**src/rtl/spi_transaction_fsm_if.sv**
```systemverilog
// Handshake bundle between the SPI input conditioners and the transaction sequencer.
// master drives CS/SCLK-edge/R/W; slave (the sequencer) drives the datapath strobes.
interface spi_transaction_fsm_if;
  logic chipSelect;
  logic sclkPosEdge;
  logic rwBit;
  logic srShiftEnable;
  logic srParallelLoad;
  logic addrLatchEnable;
  logic dmWriteEnable;
  logic misoBufEnable;
  logic busy;

  modport master (
    output chipSelect, sclkPosEdge, rwBit,
    input  srShiftEnable, srParallelLoad, addrLatchEnable,
           dmWriteEnable, misoBufEnable, busy
  );

  modport slave (
    input  chipSelect, sclkPosEdge, rwBit,
    output srShiftEnable, srParallelLoad, addrLatchEnable,
           dmWriteEnable, misoBufEnable, busy
  );
endinterface

```
**src/rtl/spi_transaction_fsm.sv**
```systemverilog
// SPI slave transaction sequencer: counts SCLK edges through the address and data
// phases and strobes the shift register, address latch, data memory and MISO buffer.
module spi_transaction_fsm #(
  parameter int width = 8
) (
  input logic                   clk,
  input logic                   reset,
  spi_transaction_fsm_if.slave  bus
);
  localparam int CW = $clog2(width) + 1;
  localparam logic [CW-1:0] LAST = CW'(width - 1);

  typedef enum logic [2:0] {
    IDLE, GET_ADDR, GOT_ADDR, READ_LOAD, READ_SEND, WRITE_RECV, WRITE_MEM, DONE
  } state_t;

  state_t        state, stateNext;
  logic [CW-1:0] bitCnt, bitCntNext;
  logic          readPath, readPathNext;
  logic          counting, edgeAccepted, lastEdge;

  always_ff @(posedge clk or posedge reset) begin
    if (reset) begin
      state    <= IDLE;
      bitCnt   <= '0;
      readPath <= 1'b0;
    end else begin
      state    <= stateNext;
      bitCnt   <= bitCntNext;
      readPath <= readPathNext;
    end
  end

  always_comb begin
    counting     = (state == GET_ADDR) || (state == READ_SEND) || (state == WRITE_RECV);
    // CS high masks the edge so an abort always wins over a same-cycle SCLK pulse
    edgeAccepted = counting && bus.sclkPosEdge && !bus.chipSelect;
    lastEdge     = edgeAccepted && (bitCnt == LAST);
    stateNext    = state;
    bitCntNext   = edgeAccepted ? bitCnt + 1'b1 : bitCnt;

    if (bus.chipSelect) begin
      stateNext  = IDLE;
      bitCntNext = '0;
    end else begin
      unique case (state)
        IDLE: begin
          stateNext  = GET_ADDR;
          bitCntNext = '0;
        end
        GET_ADDR:   if (lastEdge) stateNext = GOT_ADDR;
        GOT_ADDR: begin
          bitCntNext = '0;
          stateNext  = bus.rwBit ? READ_LOAD : WRITE_RECV;
        end
        READ_LOAD: begin
          stateNext  = READ_SEND;
          bitCntNext = '0;
        end
        READ_SEND:  if (lastEdge) stateNext = DONE;
        WRITE_RECV: if (lastEdge) stateNext = WRITE_MEM;
        WRITE_MEM:  stateNext = DONE;
        DONE:       stateNext = DONE;
        default: begin
          stateNext  = IDLE;
          bitCntNext = '0;
        end
      endcase
    end

    // remember a read finished so MISO stays driven while the master drains DONE
    readPathNext = (stateNext == DONE) && (readPath || (state == READ_SEND));
  end

  assign bus.srShiftEnable   = edgeAccepted;
  assign bus.addrLatchEnable = (state == GOT_ADDR);
  assign bus.srParallelLoad  = (state == READ_LOAD);
  assign bus.dmWriteEnable   = (state == WRITE_MEM);
  assign bus.misoBufEnable   = (state == READ_SEND) || ((state == DONE) && readPath);
  assign bus.busy            = (state != IDLE);
endmodule

```
**src/flat_wrapper.sv**
```systemverilog
// flat-port wrapper written by rule: the top's interface ports become plain ports
module spi_transaction_fsm_flat 
#(
  parameter int width = 8
)
  (clk, reset, bus_chipSelect, bus_sclkPosEdge, bus_rwBit, bus_srShiftEnable, bus_srParallelLoad, bus_addrLatchEnable, bus_dmWriteEnable, bus_misoBufEnable, bus_busy);
  spi_transaction_fsm_if bus_i ();
  input logic clk;
  input logic reset;
  input wire logic [$bits(bus_i.chipSelect)-1:0] bus_chipSelect;
  input wire logic [$bits(bus_i.sclkPosEdge)-1:0] bus_sclkPosEdge;
  input wire logic [$bits(bus_i.rwBit)-1:0] bus_rwBit;
  output wire logic [$bits(bus_i.srShiftEnable)-1:0] bus_srShiftEnable;
  output wire logic [$bits(bus_i.srParallelLoad)-1:0] bus_srParallelLoad;
  output wire logic [$bits(bus_i.addrLatchEnable)-1:0] bus_addrLatchEnable;
  output wire logic [$bits(bus_i.dmWriteEnable)-1:0] bus_dmWriteEnable;
  output wire logic [$bits(bus_i.misoBufEnable)-1:0] bus_misoBufEnable;
  output wire logic [$bits(bus_i.busy)-1:0] bus_busy;
  assign bus_i.chipSelect = bus_chipSelect;
  assign bus_i.sclkPosEdge = bus_sclkPosEdge;
  assign bus_i.rwBit = bus_rwBit;
  assign bus_srShiftEnable = bus_i.srShiftEnable;
  assign bus_srParallelLoad = bus_i.srParallelLoad;
  assign bus_addrLatchEnable = bus_i.addrLatchEnable;
  assign bus_dmWriteEnable = bus_i.dmWriteEnable;
  assign bus_misoBufEnable = bus_i.misoBufEnable;
  assign bus_busy = bus_i.busy;
  spi_transaction_fsm #(.width(width)) u_core (.clk(clk), .reset(reset), .bus(bus_i));
endmodule
```
**config.mk**
```make
export PLATFORM = sky130hd
export DESIGN_NAME = spi_transaction_fsm_flat
export DESIGN_NICKNAME = d
export VERILOG_FILES = /design/src/rtl/spi_transaction_fsm_if.sv /design/src/rtl/spi_transaction_fsm.sv /design/src/flat_wrapper.sv
export SDC_FILE = /design/constraint.sdc
export NUM_CORES = 1
export LEC_CHECK = 0
export CORE_AREA = 2 2 39 41
export CTS_BUF_LIST = sky130_fd_sc_hd__clkbuf_4
export CTS_CLUSTER_DIAMETER = 80
export DETAILED_ROUTE_END_ITERATION = 10
export DIE_AREA = 0 0 41 43
export MAX_ROUTING_LAYER = met4
export REMOVE_ABC_BUFFERS = 1
export SETUP_SLACK_MARGIN = 0.15
export SYNTH_ARGS = -nofsm -noshare
export SYNTH_HDL_FRONTEND = slang
export SYNTH_SLANG_ARGS = --single-unit
```
**constraint.sdc**
```tcl
create_clock -name clk -period 1.8 [get_ports clk]
set_clock_uncertainty 0.1 [all_clocks]
set_input_delay 0.36 -clock clk [delete_from_list [all_inputs] [get_ports clk]]
set_output_delay 0.36 -clock clk [all_outputs]
set_load 0.02 [all_outputs]
```
==> results list <==
- Startpoint of the worst-slack reg-to-reg timing path: u_core.state[0]
- Worst path arrival time: approximately 1.2 ns
* Final Setup Violations: 0
- Placed Cells incl. Taps: 83
- Layout cells sized above 1: 0.456
- Number of hold violations in the final report: 0
- The synthesized netlist occupies a cell area of between 400 and 500 um^2.
- In this run the remaining antenna-violating nets after routing total 0.
- Root Buffer Master: sky130_fd_sc_hd__clkbuf_4
- WL per Instance: 12.7 um
- Via count of the first global-routing pass: between 400 and 500
- Filler instances: between 100 and 150
* Standard cell with the maximum stage delay on the critical path: sky130_fd_sc_hd__dfrtp_2
* Total global-route track usage: 0.165
- For this run, design rule violations remaining after detail routing come to 0.
- Once layout is done, the placed cells without fillers occupy about 760 um^2.
* Gate count of the mapped netlist: 52
* Final estimated routing congestion in global placement: about 0.72
* H-tree levels: 1
- Die H: around 43 um
* Total vias in the final route: 493
- The count of buffers added on input and output ports is 10.
- Combinational share of power: 0.136
* Clock input transition at the sequential cells of the worst setup and hold paths: ~0.060 ns
- Summing all placed instances gives a cell area of around 640 um^2.
* Post-synthesis register bit count: 8
* RSZ-0062 raised after global routing: yes
- DP HPWL: around 760 um
- Largest net degree at the start of global routing: 9
- Standard-cell row count: 14
- Cell internal power was estimated by the tool at ~0.00029 W.
- Count of distinct cell types in the synthesized netlist: 28
- Critical-path cell list: or3_1, buf_6
* Synthesis Warnings: 0
- Wire length of the first global-routing pass: roughly 1.8 mm
- Proportion of synthesized chip area in sequential cells: 0.423
* Share of power burned in the clock network: 0.378
* Max-slew headroom at the worst pin: 0.784
- CTS tree: built
- Insertion delay of the later-clocked pin in the worst-skew pair: 0.26 ns
* Final critical-path share of the clock period: 0.938
* Time the worst path needs with I/O delays and setup: ~1.7 ns
- The largest total area in the synthesized netlist belongs to sky130_fd_sc_hd__dfrtp_1.
- Of the total power, registers draw 0.487.
* Initial antenna violation count: 0
- For this run, the detailed router's first-pass iteration total came to 2.
* Count of hold buffers inserted by post-cts repair: 0
* PnR Total Power: between 0.0003 and 0.0004 W
- Endpoint class of the critical path: output pin
- Along the worst path, the maximum fanout reaches 6.
- Synthesis-to-finish area growth: 61.1%
* Maxcap violations: 0
- Switching fraction of total power: 0.244
* Die footprint: roughly 1800 um^2
- Main area contributors after synthesis: sky130_fd_sc_hd__dfrtp_1, sky130_fd_sc_hd__nor2_1, sky130_fd_sc_hd__mux2i_1, sky130_fd_sc_hd__and3b_1, sky130_fd_sc_hd__nor3b_1
- At the pin with the least slew margin, the transition time is 0.323 ns.
- Number of vias per cell: roughly 5.2
- The worst setup path is of the flop to output pin kind.
- Count of boundary I/O pins: 11
- Placeable Area: 1380 um^2
* Leakage: 0.403 nW
* Type of origin of the critical path: flop
- Data on the critical path is required at its endpoint by roughly 1.3 ns.
- Horizontal extent of the die: 41 um
* Maximum resistive drop on vdd: roughly 320 uV
* Count of non-filler cells in the finished layout: 95
- No sink is reached through more buffers than the 2 on the longest clock path.
- The setup check on the worst reg-to-reg path leaves a slack of roughly 0.2 ns.
* Type of the most critical hold path: primary input to asynchronous set/reset pin
- Biggest cell delay along the critical path: 0.44 ns
* Total Routed Length: between 1 and 1.5 mm
- Static timing analysis puts the maximum clock frequency at ~590 MHz.
- Post-Synthesis Mean Instance Area: approximately 9.1 um^2
- The repair_antennas step left the layout with diodes totalling 0.
- The final layout contains 87 nets.
- Final Max Slew Viols: 0
- Pwr Density: about 500 nW/um^2
- The run finished with clean final reports.
- After global routing the overflow that remains totals 0.
- Inserted Clock Buffers: 3
- CTS saw 8 sinks.
- In this run, the number of DRC markers left after iteration 0 of detailed routing was 5.
- Summed over all nets, the switching power comes to approximately 0.000092 W.
* Critical Path Source: u_core.state[2]
- The share of synthesized area in the top cell type comes to 0.423.
- Initial core utilization: 0.342
cells in the mapped netlist:
cell type	count
sky130_fd_sc_hd__nor2b_1	1
sky130_fd_sc_hd__inv_2	1
sky130_fd_sc_hd__or3_1	1
sky130_fd_sc_hd__inv_1	3
sky130_fd_sc_hd__dfrtp_1	8
sky130_fd_sc_hd__nor3b_1	2
sky130_fd_sc_hd__nor3b_2	1
sky130_fd_sc_hd__nand4_1	2
sky130_fd_sc_hd__buf_2	1
sky130_fd_sc_hd__nand3_1	1
sky130_fd_sc_hd__a21oi_1	2
sky130_fd_sc_hd__a211oi_1	1
sky130_fd_sc_hd__ha_1	1
sky130_fd_sc_hd__or2_1	1
sky130_fd_sc_hd__and3_1	2
sky130_fd_sc_hd__nand2b_1	1
sky130_fd_sc_hd__and3b_1	2
sky130_fd_sc_hd__xnor2_1	1
sky130_fd_sc_hd__o21a_1	1
sky130_fd_sc_hd__and2b_1	1
sky130_fd_sc_hd__nand2_1	3
sky130_fd_sc_hd__nor2_1	6
sky130_fd_sc_hd__o21ai_1	1
sky130_fd_sc_hd__mux2i_1	2
sky130_fd_sc_hd__clkbuf_1	2
sky130_fd_sc_hd__o211ai_1	2
sky130_fd_sc_hd__a31o_2	1
sky130_fd_sc_hd__nor4b_1	1
worst max-delay path, delay by kind of cell, from the launching register on:
kind	cells	cell delay, ns
flops	1	0.44
simple gates	1	0.39
buf+inv	1	0.14
kinds of logic after synthesis:
| family | synth area share |
|---|---|
| adders and majority gates | 0.0265 |
| DFF | 0.423 |
| AOI/OAI and AO/OA | 0.114 |
| xor gates and xnor gates | 0.0185 |
| and+or+nand+nor | 0.317 |
| muxes | 0.0423 |
| buffers and inverters | 0.0582 |
layout by cell type, fill, tap and decap left out, drive strengths merged, types with 3 or more instances in the layout:
cell and n:
nor2 6, dfrtp 8, clkbuf 3, nor3b 3, buf 23, nand2 3, clkdlybuf4s50 3, inv 4
what timing repair did:
| item | in CTS | in global routing |
|---|---|---|
| setup endpoints to repair | 6 | 8 |
| resized for setup | 37 | 10 |
| endpoints found under the hold margin | 0 | 0 |
| setup buffers | 4 | 5 |
| pin swaps | 0 | 3 |
routing by layer:
| metal | share of wire | wire, um | vias up | track usage |
|---|---|---|---|---|
| li1 | - | - | 237 | - |
| met5 | 0 | 0 | - | - |
| met3 | 0.055 | 66 | 2 | 0.0942 |
| met1 | 0.40 | 481 | 245 | 0.183 |
| met4 | 0.0066 | 8 | 0 | 0.0600 |
| met2 | 0.54 | 652 | 9 | 0.241 |
registers in the layout, indices dropped and copies added (netlist names):
signal and cells:
u_core.state 3, u_core.bitCnt 4, u_core.readPath 1
path summary, 6_finish.rpt:
kind	depth (start not counted)	endpoint
setup reg to reg	7	u_core.readPath
max in group asynchronous	2	u_core.state[0]
hold reg to reg	1	u_core.bitCnt[3]
hold / removal	2	u_core.bitCnt[1]
setup / recovery	2	bus_busy
min in group clk	3	u_core.state[0]
per-stage QoR:
| stage | hold slack [ns] | worst slack, ns | util | TNS (ns) |
|---|---|---|---|---|
| CTS | 0.262 | 0.102 | 0.500 | 0 |
| global route | 0.285 | 0.0585 | 0.551 | 0 |
| finish | 0.245 | 0.112 | 0.551 | 0 |
| global placement | 0.378 | -0.330 | 0.463 | -0.714 |
| floorplan | 0.0757 | 0.332 | - | 0 |
| detailed placement | 0.387 | -0.333 | 0.463 | -0.692 |
power by group through the flow:
stage	registers [W]	clock network, W	logic (W)
floorplan	0.000187	0	0.0000183
global placement	0.000188	0	0.0000434
detailed placement	0.000188	0	0.0000439
CTS	0.000185	0.000144	0.0000465
global route	0.000185	0.000156	0.0000565
finish	0.000185	0.000143	0.0000514
final cells by class:
type | count | area [um^2] | area share
multi-input cells | 37 | 260 | 0.342
repair buffers | 27 | 240 | 0.315
flip-flops and latches | 8 | 204 | 0.268
clock buffers | 3 | 22.5 | 0.0296
well taps | 16 | 20.0 | 0.0263
inverters | 4 | 15.0 | 0.0197
Power figures use the tool's default switching activity.
